File: src/rtl/stopwatch_pkg.sv
// Shared types and defaults for the stopwatch input front end.
package stopwatch_pkg;

  typedef enum logic [1:0] {
    STABLE_LOW,
    WAIT_HIGH,
    STABLE_HIGH,
    WAIT_LOW
  } btn_state_t;

  localparam int unsigned CLK_HZ                  = 100000000;
  localparam int unsigned DEFAULT_SYNC_STAGES     = 2;
  localparam int unsigned DEFAULT_DEBOUNCE_CYCLES = 1000000;
  localparam int unsigned DEFAULT_LONG_CYCLES     = 200000000;

  function automatic int unsigned max_u(input int unsigned a, input int unsigned b);
    return (a > b) ? a : b;
  endfunction

endpackage

File: src/rtl/btn_conditioner_sync_chain.sv
// N-flop synchroniser with asynchronous active-low reset to 0.
module sync_chain #(
  parameter int unsigned N = 2
) (
  input  logic clk,
  input  logic reset_n,
  input  logic d,
  output logic q
);

  logic [N-1:0] chain_q;
  logic [N-1:0] chain_d;

  always_comb begin
    chain_d = {chain_q[N-2:0], d};
  end

  always_ff @(posedge clk or negedge reset_n) begin
    if (!reset_n) chain_q <= '0;
    else          chain_q <= chain_d;
  end

  assign q = chain_q[N-1];

endmodule

File: src/rtl/btn_conditioner.sv
// Button front end: synchroniser, 4-state debounce FSM, edge pulses, toggle latch.
// Optional long-press strobe enabled by defining BTN_LONG_PRESS_EN.
module btn_conditioner
  import stopwatch_pkg::*;
#(
  parameter int unsigned SYNC_STAGES     = DEFAULT_SYNC_STAGES,
  parameter int unsigned DEBOUNCE_CYCLES = DEFAULT_DEBOUNCE_CYCLES,
  parameter int unsigned LONG_CYCLES     = DEFAULT_LONG_CYCLES
) (
  input  logic clk,
  input  logic reset_n,
  input  logic btn_raw,
  input  logic toggle_clr,
  output logic level_q,
  output logic rise_pulse,
  output logic fall_pulse,
  output logic toggle_q,
  output logic long_pulse
);

  localparam int unsigned CNT_MAX = max_u(DEBOUNCE_CYCLES, LONG_CYCLES);
  localparam int unsigned CNT_W   = $clog2(CNT_MAX + 1);
  localparam logic [CNT_W-1:0] DEB_LAST = CNT_W'(DEBOUNCE_CYCLES - 1);
  localparam logic [CNT_W-1:0] CNT_SAT  = CNT_W'(CNT_MAX);

  logic s;

  sync_chain #(.N(SYNC_STAGES)) u_sync (
    .clk     (clk),
    .reset_n (reset_n),
    .d       (btn_raw),
    .q       (s)
  );

  btn_state_t       state_q, state_d;
  logic [CNT_W-1:0] cnt_q, cnt_d;
  logic             level_d, rise_q, rise_d, fall_q, fall_d, toggle_d;

  always_comb begin
    state_d  = state_q;
    cnt_d    = cnt_q;
    level_d  = level_q;
    rise_d   = 1'b0;
    fall_d   = 1'b0;
    case (state_q)
      STABLE_LOW: if (s) begin
        state_d = WAIT_HIGH;
        cnt_d   = CNT_W'(1);
      end
      WAIT_HIGH: if (!s) begin
        state_d = STABLE_LOW;
        cnt_d   = '0;
      end else if (cnt_q == DEB_LAST) begin
        state_d = STABLE_HIGH;
        cnt_d   = '0;
        level_d = 1'b1;
        rise_d  = 1'b1;
      end else if (cnt_q != CNT_SAT) begin
        cnt_d = cnt_q + CNT_W'(1);
      end
      STABLE_HIGH: if (!s) begin
        state_d = WAIT_LOW;
        cnt_d   = CNT_W'(1);
      end
      WAIT_LOW: if (s) begin
        state_d = STABLE_HIGH;
        cnt_d   = '0;
      end else if (cnt_q == DEB_LAST) begin
        state_d = STABLE_LOW;
        cnt_d   = '0;
        level_d = 1'b0;
        fall_d  = 1'b1;
      end else if (cnt_q != CNT_SAT) begin
        cnt_d = cnt_q + CNT_W'(1);
      end
      default: begin
        state_d = STABLE_LOW;
        cnt_d   = '0;
      end
    endcase

    // Clear beats a rise in the same cycle.
    if (toggle_clr)  toggle_d = 1'b0;
    else if (rise_q) toggle_d = ~toggle_q;
    else             toggle_d = toggle_q;
  end

  always_ff @(posedge clk or negedge reset_n) begin
    if (!reset_n) begin
      state_q  <= STABLE_LOW;
      cnt_q    <= '0;
      level_q  <= 1'b0;
      rise_q   <= 1'b0;
      fall_q   <= 1'b0;
      toggle_q <= 1'b0;
    end else begin
      state_q  <= state_d;
      cnt_q    <= cnt_d;
      level_q  <= level_d;
      rise_q   <= rise_d;
      fall_q   <= fall_d;
      toggle_q <= toggle_d;
    end
  end

  assign rise_pulse = rise_q;
  assign fall_pulse = fall_q;

`ifdef BTN_LONG_PRESS_EN
  localparam logic [CNT_W-1:0] LONG_LAST = CNT_W'(LONG_CYCLES - 1);
  localparam logic [CNT_W-1:0] LONG_SAT  = CNT_W'(LONG_CYCLES);

  logic [CNT_W-1:0] hold_q, hold_d;
  logic             long_q, long_d;

  // Hold count runs only in STABLE_HIGH, freezes across a WAIT_LOW bounce,
  // and is cleared on entry from WAIT_HIGH or on any return to the low side.
  always_comb begin
    hold_d = hold_q;
    long_d = 1'b0;
    if (state_q == STABLE_HIGH) begin
      if (hold_q == LONG_LAST) long_d = 1'b1;
      if (hold_q != LONG_SAT)  hold_d = hold_q + CNT_W'(1);
    end else if (state_q == WAIT_HIGH || state_d == STABLE_LOW) begin
      hold_d = '0;
    end
  end

  always_ff @(posedge clk or negedge reset_n) begin
    if (!reset_n) begin
      hold_q <= '0;
      long_q <= 1'b0;
    end else begin
      hold_q <= hold_d;
      long_q <= long_d;
    end
  end

  assign long_pulse = long_q;
`else
  assign long_pulse = 1'b0;
`endif

endmodule

File: config.mk
export PLATFORM = sky130hd
export DESIGN_NAME = btn_conditioner
export DESIGN_NICKNAME = d
export VERILOG_FILES = /design/src/rtl/stopwatch_pkg.sv /design/src/rtl/btn_conditioner_sync_chain.sv /design/src/rtl/btn_conditioner.sv
export SDC_FILE = /design/constraint.sdc
export NUM_CORES = 1
export LEC_CHECK = 0
export CAP_MARGIN = 20
export CORE_MARGIN = 2
export CORE_UTILIZATION = 40
export DETAILED_ROUTE_END_ITERATION = 10
export PLACE_DENSITY_LB_ADDON = 0.12
export SYNTH_ARGS = -nofsm -noshare
export SYNTH_HDL_FRONTEND = slang
export SYNTH_HIERARCHICAL = 1
export SYNTH_SLANG_ARGS = --single-unit
File: constraint.sdc
create_clock -name clk -period 2.6 [get_ports clk]
set_input_delay 0.39 -clock clk [delete_from_list [all_inputs] [get_ports clk]]
set_output_delay 0.39 -clock clk [all_outputs]
set_load 0.05 [all_outputs]
-- After elaboration in Yosys (flattened, before gate mapping)
Cells that the tools add are included.
- input bits: 4
- logic and storage cells: 54
- bits in latches: 0
- memories kept: 0
- memory bits (read-only): 0
- register bits after elaboration: 36
- bits in writable memories: 0
- output and inout bits: 5
- $lt $le $gt $ge: 0
- reductions and logical operators: 6
- $mul: 0
- add/subtract/negate cells: 1
- shift-type cells: 0
- mux-type cells: 26
- bitwise logic cells: 1
- div/mod/pow operators: 0
- eq/ne operators: 13
- operators by type and width (kind ; count):
    two-way mux 28 bit ; 6
    one-hot mux 28 bit (4 select lines) ; 1
    adder 28 x 1 -> 28 bit (second input constant) ; 1
    equality test 28 x 20 -> 1 bit (second input constant) ; 1
    inequality test 28 bit (second input constant) ; 1
    two-way mux 2 bit ; 6
    two-way mux 1 bit ; 11
    inequality test 2 bit (second input constant) ; 4
    one-hot mux 2 bit (4 select lines) ; 1
    AND reduction 5 bit ; 1
    equality test 2 bit (second input constant) ; 2
    inequality test 2 x 1 -> 1 bit (second input constant) ; 2
    AND reduction 4 bit ; 1
    nonzero test 2 bit ; 2
    inequality test 3 x 2 -> 1 bit (second input constant) ; 1
    inequality test 3 bit (second input constant) ; 1
    equality test 2 x 1 -> 1 bit (second input constant) ; 1
    logical NOT 2 bit ; 1
    one-hot mux 1 bit (2 select lines) ; 1
    AND reduction 2 bit ; 1
    NOT 1 bit ; 1

-- Logic depth before layout (Yosys ltp)
Gate-level depths: netlist (run 1).
- depth after elaboration: 5
- gate-level depth with buffers: 8
- mapped depth without buffers: 7

-- Modules after synthesis
Netlist (run 1), hierarchy kept.
- by module, submodules not included (module ; cells an instance ; area each (um2) ; times used):
    btn_conditioner ; 227 ; 2016.9 ; 1
    sync_chain ; 2 ; 50.0 ; 1

-- Worst setup path after synthesis (run 1)
No wires, ideal clock.
- kind: register to register
- start point: register cnt_q[12]
- end point: register cnt_q[20]
- data required time: 2.462 ns
- path buffers: 2
- arrival: 1.851 ns
- period minus slack after synthesis: 1.989 ns
- cell stages (with the launch flop): 8
- path slack: 0.611 ns
- cells stage by stage: dfrtp_1 -> or4b_1 -> nand3b_1 -> o31a_1 -> buf_6 -> buf_8 -> a31oi_1 -> a31oi_1
- longest elaborated chain between the ends: 5
- ends and longest elaborated chain (element ; RTL line ; RTL):
    start, declared ; btn_conditioner.sv:36 ; logic [CNT_W-1:0] cnt_q, cnt_d;
    start signal, assigned ; btn_conditioner.sv:98 ; cnt_q <= cnt_d;
    adder 28 x 1 -> 28 bit or inequality test 28 bit (tied branches) ; n/a ;
    two-way mux 28 bit ; btn_conditioner.sv:58, btn_conditioner.sv:73 ;
    two-way mux 28 bit * ; btn_conditioner.sv:53 ; end else if (cnt_q == DEB_LAST) begin
    two-way mux 28 bit, on equally long branches ; btn_conditioner.sv:65, btn_conditioner.sv:50 ;
    one-hot mux 28 bit (4 select lines) * ; btn_conditioner.sv:45 ; case (state_q)
Mark *: on every way between the ends. The rest lies on a longest branch, timed or not.
A chain may end at the register's enable or synchronous reset.

-- Final worst setup path (run 1)
- start point: register cnt_q[20]
- end point: register cnt_q[13]
- longest elaborated chain between the ends: 5
- ends and longest elaborated chain (element ; RTL line):
    inequality test 28 bit ; btn_conditioner.sv:58, btn_conditioner.sv:73
    two-way mux 28 bit ; n/a
    two-way mux 28 bit * ; btn_conditioner.sv:53
    two-way mux 28 bit, on equally long branches ; btn_conditioner.sv:65, btn_conditioner.sv:50
    one-hot mux 28 bit (4 select lines) * ; btn_conditioner.sv:45
Marked as above.

==> metrics list, run 1 <==
- After detailed routing, the average wire length per cell comes to 15.6 um.
* Post-route DRC: 0
* Initial cell density of the core: 0.410
* Initial DRC Count: 108
- The first global-routing pass estimated 7800 um of wire.
* Summed negative setup slack over all endpoints: 0 ps
- Critical path endpoint category: flip-flop
- Placed standard-cell area: 0.00219 mm^2
- Headroom to the max-slew limit came out at 0.454.
* Post-Synthesis Net Count: 235
- The routed design has 4800 um of wire.
* Post-route fraction of the period consumed by the critical path: 0.826
- Routability-driven placement finished with a final weighted congestion of 0.829.
- Prevailing post-synth register cell: dfrtp_1
- The number of global-route vias before repair was 1505.
- By area the synthesized netlist is led by dfrtp_1 (44%), nand2_1 (4.5%), nand3_1 (4.1%).
- 0 antenna diodes ended up in the layout.
- Maximum clock rate: 0.466 GHz
* Peak supply drop: 185 uV
* Die Width: 75.9 um
* DRT antenna net count: 0
- The Yosys step of the flow raised 6 warnings.
* Number of setup violations in the final report: 0
- Critical Path AT: 2320 ps
- The worst setup path is launched from a flip-flop.
- The number of max-slew violations in the final report came to 0.
- Number of max-cap violations: 0
- In this run the worst hold path is classified as input pin to async pin.
* Top-level port count: 9
- Proportion of power drawn by combinational gates: 0.226
* Summed area of non-filler cells in the final layout: 0.00227 mm^2
* Fraction of final layout cells with drive strength greater than 1: 0.0966
- Power per unit of standard cell area: 569 mW/mm^2
* Library cell used as clock root buffer: clkbuf_8
- Clk_lat worst skew: 280 ps
- The internal portion of the total power is 0.000873 W.
- The cell area that synthesis handed to floorplanning was 0.00207 mm^2.
- Post-synthesis to final-layout area growth: 9.62%
* Clock tree from TritonCTS: built
- Number of hold-slack violations in the final timing report: 0
- On the final layout, the worst clock skew is 4.80 ps.
- Shortest clock period the worst path allows after layout: 2150 ps
- The run finished with clean final reports.
- Maximum fanout encountered on the critical timing path: 14
- Setup Buffers After CTS: 0
* Routed vias: 1715
- After the last flow step, the layout net total stands at 244.
- A synthesized cell averages 9.03 um^2.
* Worst reg-to-reg path cell count: 6
- Yosys mapped a number of flops with a built-in enable equal to 0.
- Synthesis produced a netlist whose cell count is 229.
- Switching power as a share of total power: 0.323
* Vert. Die Dim: 75.9 um
* Clk pin slew, worst setup/hold paths: 70 ps
- Clock buffer count from CTS: 5
- Net Sw Power: 0.000417 W
- The tree built by TritonCTS fans out to 36 sinks.
- 1st-pass router iterations: 4
- Distinct cell type count of the synthesized netlist: 47
* Std-Cell Core Area: 0.00504 mm^2
- Total grt overflow: 0
- The share of total power dissipated in sequential elements is 0.489.
* Rows: 26
- Endpoint required time on the critical path: 2780 ps
* Actual transition at the worst max-transition pin: 818 ps
- Of all cell types, the one taking the most synthesized area is dfrtp_1.
- During placement, the flow inserted port buffers numbering 7.
* Cells along the critical path: or4b_1 -> nand3b_1 -> o31ai_2 -> buf_4 -> o21ai_1 -> a21o_1
- For this run, the total global-route usage over all layers was measured as 0.184.
- Fraction of post-synthesis cell area in the top cell type by area: 0.436
* Critical path class: flip-flop to flip-flop
- Longest Clk Path Bufs: 2
- Share of flip-flops with an asynchronous set or reset after synthesis: 1.00
- Largest net degree at the start of global routing: 37
- On the critical path, the stage with the largest delay is an instance of or4b_1.
- The number of antenna violations at the first check in global routing came to 0.
* Quantity of hold-fixing buffers added after cts: 0
- Post-cts sizing count: 0
- P_leak: 0.905 nW
* Number of levels in the clock H-tree: 2
- Once detailed placement completed, the half-perimeter wirelength came to 3390 um.
* Unrepaired setup endpoints after global routing: no
* #FFs+latches synth: 36
* Sequential area share after synthesis: 0.436
- Share of total power in the clock network: 0.285
- Slowest cell delay on critical path: 510 ps
- Die area: 0.00576 mm^2
- After detailed routing, the number of vias per cell comes to 5.57.
## synthesized netlist by cell type (all sizes together) (2+ instances only)
cell type and count:
nand3 17, nor4 7, buf 6, a21o 4
or2 2, nor3 10, and3 4, xor2 2
a21oi 13, clkbuf 5, dfrtp 36, a22oi 2
xnor2 7, and4 6, nor2 7, nand4 6
o21ai 16, a31oi 13, nand2 25, inv 9
ha 2, or3 8, o21a 2, and2 4
## logic make-up (layout without fill, tap and decap cells)
kind of cell               count (synthesis)  in the layout  share of synthesized area
and+or+nand+nor                          103            103                      0.281
buffers and inverters                     20             29                     0.0533
adders and majority gates                  2              2                     0.0121
other                                      1              1                    0.00181
xor gates and xnor gates                   9              9                     0.0381
muxes                                      1              1                    0.00484
DFF                                       36             36                      0.436
AOI/OAI and AO/OA                         57             57                      0.173
## final timing paths
path	from	to	slack, ps
min in group clk	u_sync/chain_q[0]	u_sync/chain_q[1]	350
min	reset_n	cnt_q[14]	200
min reg2reg	u_sync/chain_q[0]	u_sync/chain_q[1]	350
max	cnt_q[20]	cnt_q[13]	450
max reg2reg	cnt_q[20]	cnt_q[13]	450
max in group asynchronous	reset_n	fall_pulse	1890
## sequential cells by signal, indices dropped and copies added, names as in the netlist, named ones only
register,flops
cnt_q,28
u_sync/chain_q,2
fall_pulse,1
level_q,1
rise_pulse,1
state_q,1
toggle_q,1
## layout by cell type, fill, tap and decap left out, drive strengths merged, types with 7 or more instances in the layout
cell,synthesis,final
a31oi,13,13
nand2,25,25
nor4,7,7
xnor2,7,7
a21oi,13,13
buf,6,7
inv,9,9
nor3,10,10
nand3,17,17
o21ai,16,16
dfrtp,36,36
or3,8,8
nor2,7,7
## power groups by stage
stage               Combinational [W]  Sequential [W]  Clock [W]
finish                       0.000291        0.000630   0.000368
global route                 0.000325        0.000637   0.000399
CTS                          0.000291        0.000630   0.000388
detailed placement           0.000290        0.000641          0
global placement             0.000290        0.000641          0
floorplan                    0.000251        0.000612          0
## critical path, delay by kind of cell (launching register included)
family	cells	cell delay, ps
flops	1	460
buf+inv	1	250
compound gates	3	580
simple gates	2	750
## cell type report
type	count	area [um^2]
Clock buffer	6	72.6
Clock inverter	1	5.00
Fill cell	498	2780
Inverter	9	33.8
Multi-Input combinational cell	173	1060
Sequential cell	36	901
Tap cell	70	87.6
Timing Repair Buffer	13	110
## routing by layer
layer	GRT usage	vias to the layer above	routed length, um
li1	-	857	-
met1	0.273	817	2360
met2	0.262	35	2150
met3	0.0397	6	212
met4	0.0663	0	80
met5	0	-	0
## through the flow
stage,worst slack [ps],hold WS [ps],utilization,power (W),std cells
3_5_place_dp,477,341,0.434,0.000931,301
5_1_grt,342,273,0.449,0.00136,308
3_3_place_gp,518,334,0.434,0.000931,301
6_report,453,203,0.449,0.00129,308
2_1_floorplan,611,94.4,-,0.000863,229
4_1_cts,461,231,0.449,0.00131,308
No activity file was read; power rests on OpenSTA's default activity.
==> run 2: changes to the inputs <==
Clock period 2.6 ns to 2.05 ns, I/O delays scaled along.
==> run 2 against run 1 <==
- the flow now finishes with violations (negative hold slack)
- flip-flop and latch count stayed put
- worst hold slack worse by 210 ps
- die area did not move
- critical path depth stayed put
- global-route usage is 2.2 points higher
- via count up 9.9%
- clock-buffer cell count shrank 1
- worst setup slack got worse by 410 ps
- maximum frequency is 7.1% higher
- non-clock buffer count increased by 32
- final cell count increased by 11%
- combinational power grew 69%
- critical path type unchanged
==> metrics list, run 2 (synthesis results as in run 1) <==
* Post-synthesis to final-layout area growth: 27.1%
* Post-Route Hold Slack: -8.46 ps
* Number of hold-slack violations in the final timing report: 6
- Setup slack closes at 45.7 ps.
- Place WS: 15.3 ps
* Post-route fraction of the period consumed by the critical path: 0.978
- Fraction of power consumed by sequential logic: 0.407
- Via count of the first global-routing pass: 1741
- Fraction of final layout cells with drive strength greater than 1: 0.251
- Max layer used: met4
* Net Sw Power: 0.000613 W
- Traced cell by cell, the critical path runs through or4b_4 -> nand3b_1 -> o31a_1 -> buf_6 -> a21oi_1 -> o21ai_0.
- The startpoint identified for the worst register-to-register timing path is cnt_q[20].
* Clock Skew: 8.05 ps
- Grouping stages by cell kind, the critical path spends the most delay in simple AND/OR/NAND/NOR gates.
- The tool flagged a number of max-cap violations equal to 0.
- The repair_antennas step left the layout with diodes totalling 0.
- Clk pin slew, worst setup/hold paths: 80 ps
* Most common cell after layout, fill and taps aside: dfrtp_1
- Critical Path AT: 2190 ps
- Number of nets in the final layout: 276
* Final GP Congestion: 0.795
- Counting the buffers created by CTS gives 5.
- Longest Clk Path Bufs: 2
* Cell-internal power: 0.00130 W
- Unrepaired setup endpoints after global routing: yes
* Top-level port count: 9
- The register with the most flip-flops in the layout has 28 of them.
- For this run, design rule violations remaining after detail routing come to 0.
- Total track usage: 0.206
- Commonest cells after routing, fill and taps aside: dfrtp_1 (36), buf_4 (34), nand2_1 (24)
* Rows: 26
- For this run the aggregate overflow at the end of global routing stands at 0.
- CTS placed an instance of clkbuf_8 at the clock tree root.
- Setup violations remaining at the end of the flow were counted as 0.
- Port bufs: 7
* Global-route wire length before repair: 8740 um
* Initial DRC Count: 152
* Peak supply drop: 434 uV
- The min-delay analysis places its worst path in the category input pin to async pin.
* Routed vias: 1884
* DR WL/cell: 15.7 um
- For this run, the top clock speed supported by timing is 0.499 GHz.
- Together, buffers and inverters on the worst path number 1.
* TritonCTS sink count: 36
- The final layout contains routed wiring with a total length of 5350 um.
- At the later pin of the worst-skew pair, clock insertion delay measures 290 ps.
* Length of routed wiring on met1: 2570 um
- Dividing the detail-routed via count by the number of cells gives 5.52.
- In this run the worst setup path begins at cnt_q[20].
- Maximum fanout encountered on the critical timing path: 18
- The number of antenna violations at the first check in global routing came to 0.
- The count of nets left with antenna violations once routing finished came out at 0.
* Dpl hpwl: 3820 um
* Slowest cell delay on critical path: 540 ps
* Count of pins over their slew limit: 0
- Entering global routing, the biggest net connects 24 pins.
* Clock tree from TritonCTS: built
- The H-tree was split into 2 levels.
- Initial cell density of the core: 0.410
- Die Width: 75.9 um
- Shortest clock period the worst path allows after layout: 2000 ps
* Share of total power in the clock network: 0.336
* Proportion of power drawn by combinational gates: 0.257
* Met2 wire length: 2510 um
- Endpoint required time on the critical path: 2230 ps
- Registers with the highest flip-flop counts: cnt_q (28), u_sync/chain_q (2)
- The worst setup path is of the flip-flop to flip-flop kind.
- Summed over all nets, wire length on met3 after detailed routing comes to 177 um.
- Among all stages on the critical path, the largest delay is contributed by or4b_4.
- The core region is 0.00504 mm^2.
- The checks that failed: negative hold slack.
* Power per unit of standard cell area: 728 mW/mm^2
* Switching power as a share of total power: 0.320
- Critical path endpoint category: flip-flop
- Vert. Die Dim: 75.9 um
* Die area: 0.00576 mm^2
* Tightest slew margin relative to the limit: 0.629
* Run status: finished with violations
- 1st-pass router iterations: 4
* Kind of start point of the critical path: flip-flop
- The analysis attributes to cell leakage a power of 1.11 nW.
* Actual transition at the worst max-transition pin: 556 ps
* Register bank with the most flops: cnt_q
[run 2: cell count changes in the layout (fill, tap and decap cells not counted), sizes merged]
| cell | before | now |
|---|---|---|
| clkinvlp | 0 | 1 |
| buf | 7 | 39 |
| clkbuf | 6 | 5 |
| bufinv | 0 | 1 |
[run 2: what timing repair did]
action                                  4_1_cts  5_1_grt
cloned                                        0        1
resized for setup                             0       23
endpoints found under the setup margin        1       26
setup buffers                                 1        4
pin swaps                                     0        7
hold buffers                                  0        0
[run 2: power by group through the flow]
stage / sequential (W) / combinational (W) / clock (W)
global placement: 0.000790 / 0.000416 / 0
global route: 0.000785 / 0.000545 / 0.000676
floorplan: 0.000776 / 0.000318 / 0
finish: 0.000779 / 0.000491 / 0.000642
detailed placement: 0.000791 / 0.000420 / 0
CTS: 0.000778 / 0.000430 / 0.000654
[run 2: final timing paths]
kind                       cells after the start  slack [ps]                end
max in group asynchronous                      2        1520          cnt_q[26]
max reg2reg                                    6          50           cnt_q[4]
max                                            6          50           cnt_q[4]
min                                            1          -8          cnt_q[17]
min in group clk                               0         360  u_sync/chain_q[1]
min reg2reg                                    0         360  u_sync/chain_q[1]
[run 2: layer usage]
metal	vias up	GRT usage
met4	0	0.0624
met2	43	0.314
met5	-	0
met1	906	0.296
li1	926	-
met3	9	0.0357
[run 2: cell type report]
type                            count  area (um^2)
Clock buffer                        5         68.8
Clock inverter                      3         42.5
Fill cell                         491         2420
Inverter                            9         33.8
Multi-Input combinational cell    173         1130
Sequential cell                    36          901
Tap cell                           70         87.6
Timing Repair Buffer               45          365
[run 2: through the flow]
stage	util	cell area, um^2	total power [W]	std cells	setup TNS [ps]
floorplan	-	2070	0.00109	229	0
global placement	0.473	2380	0.00121	327	0
detailed placement	0.473	2380	0.00121	327	0
CTS	0.496	2500	0.00186	336	0
global route	0.521	2630	0.00201	341	-218
finish	0.521	2630	0.00191	341	0
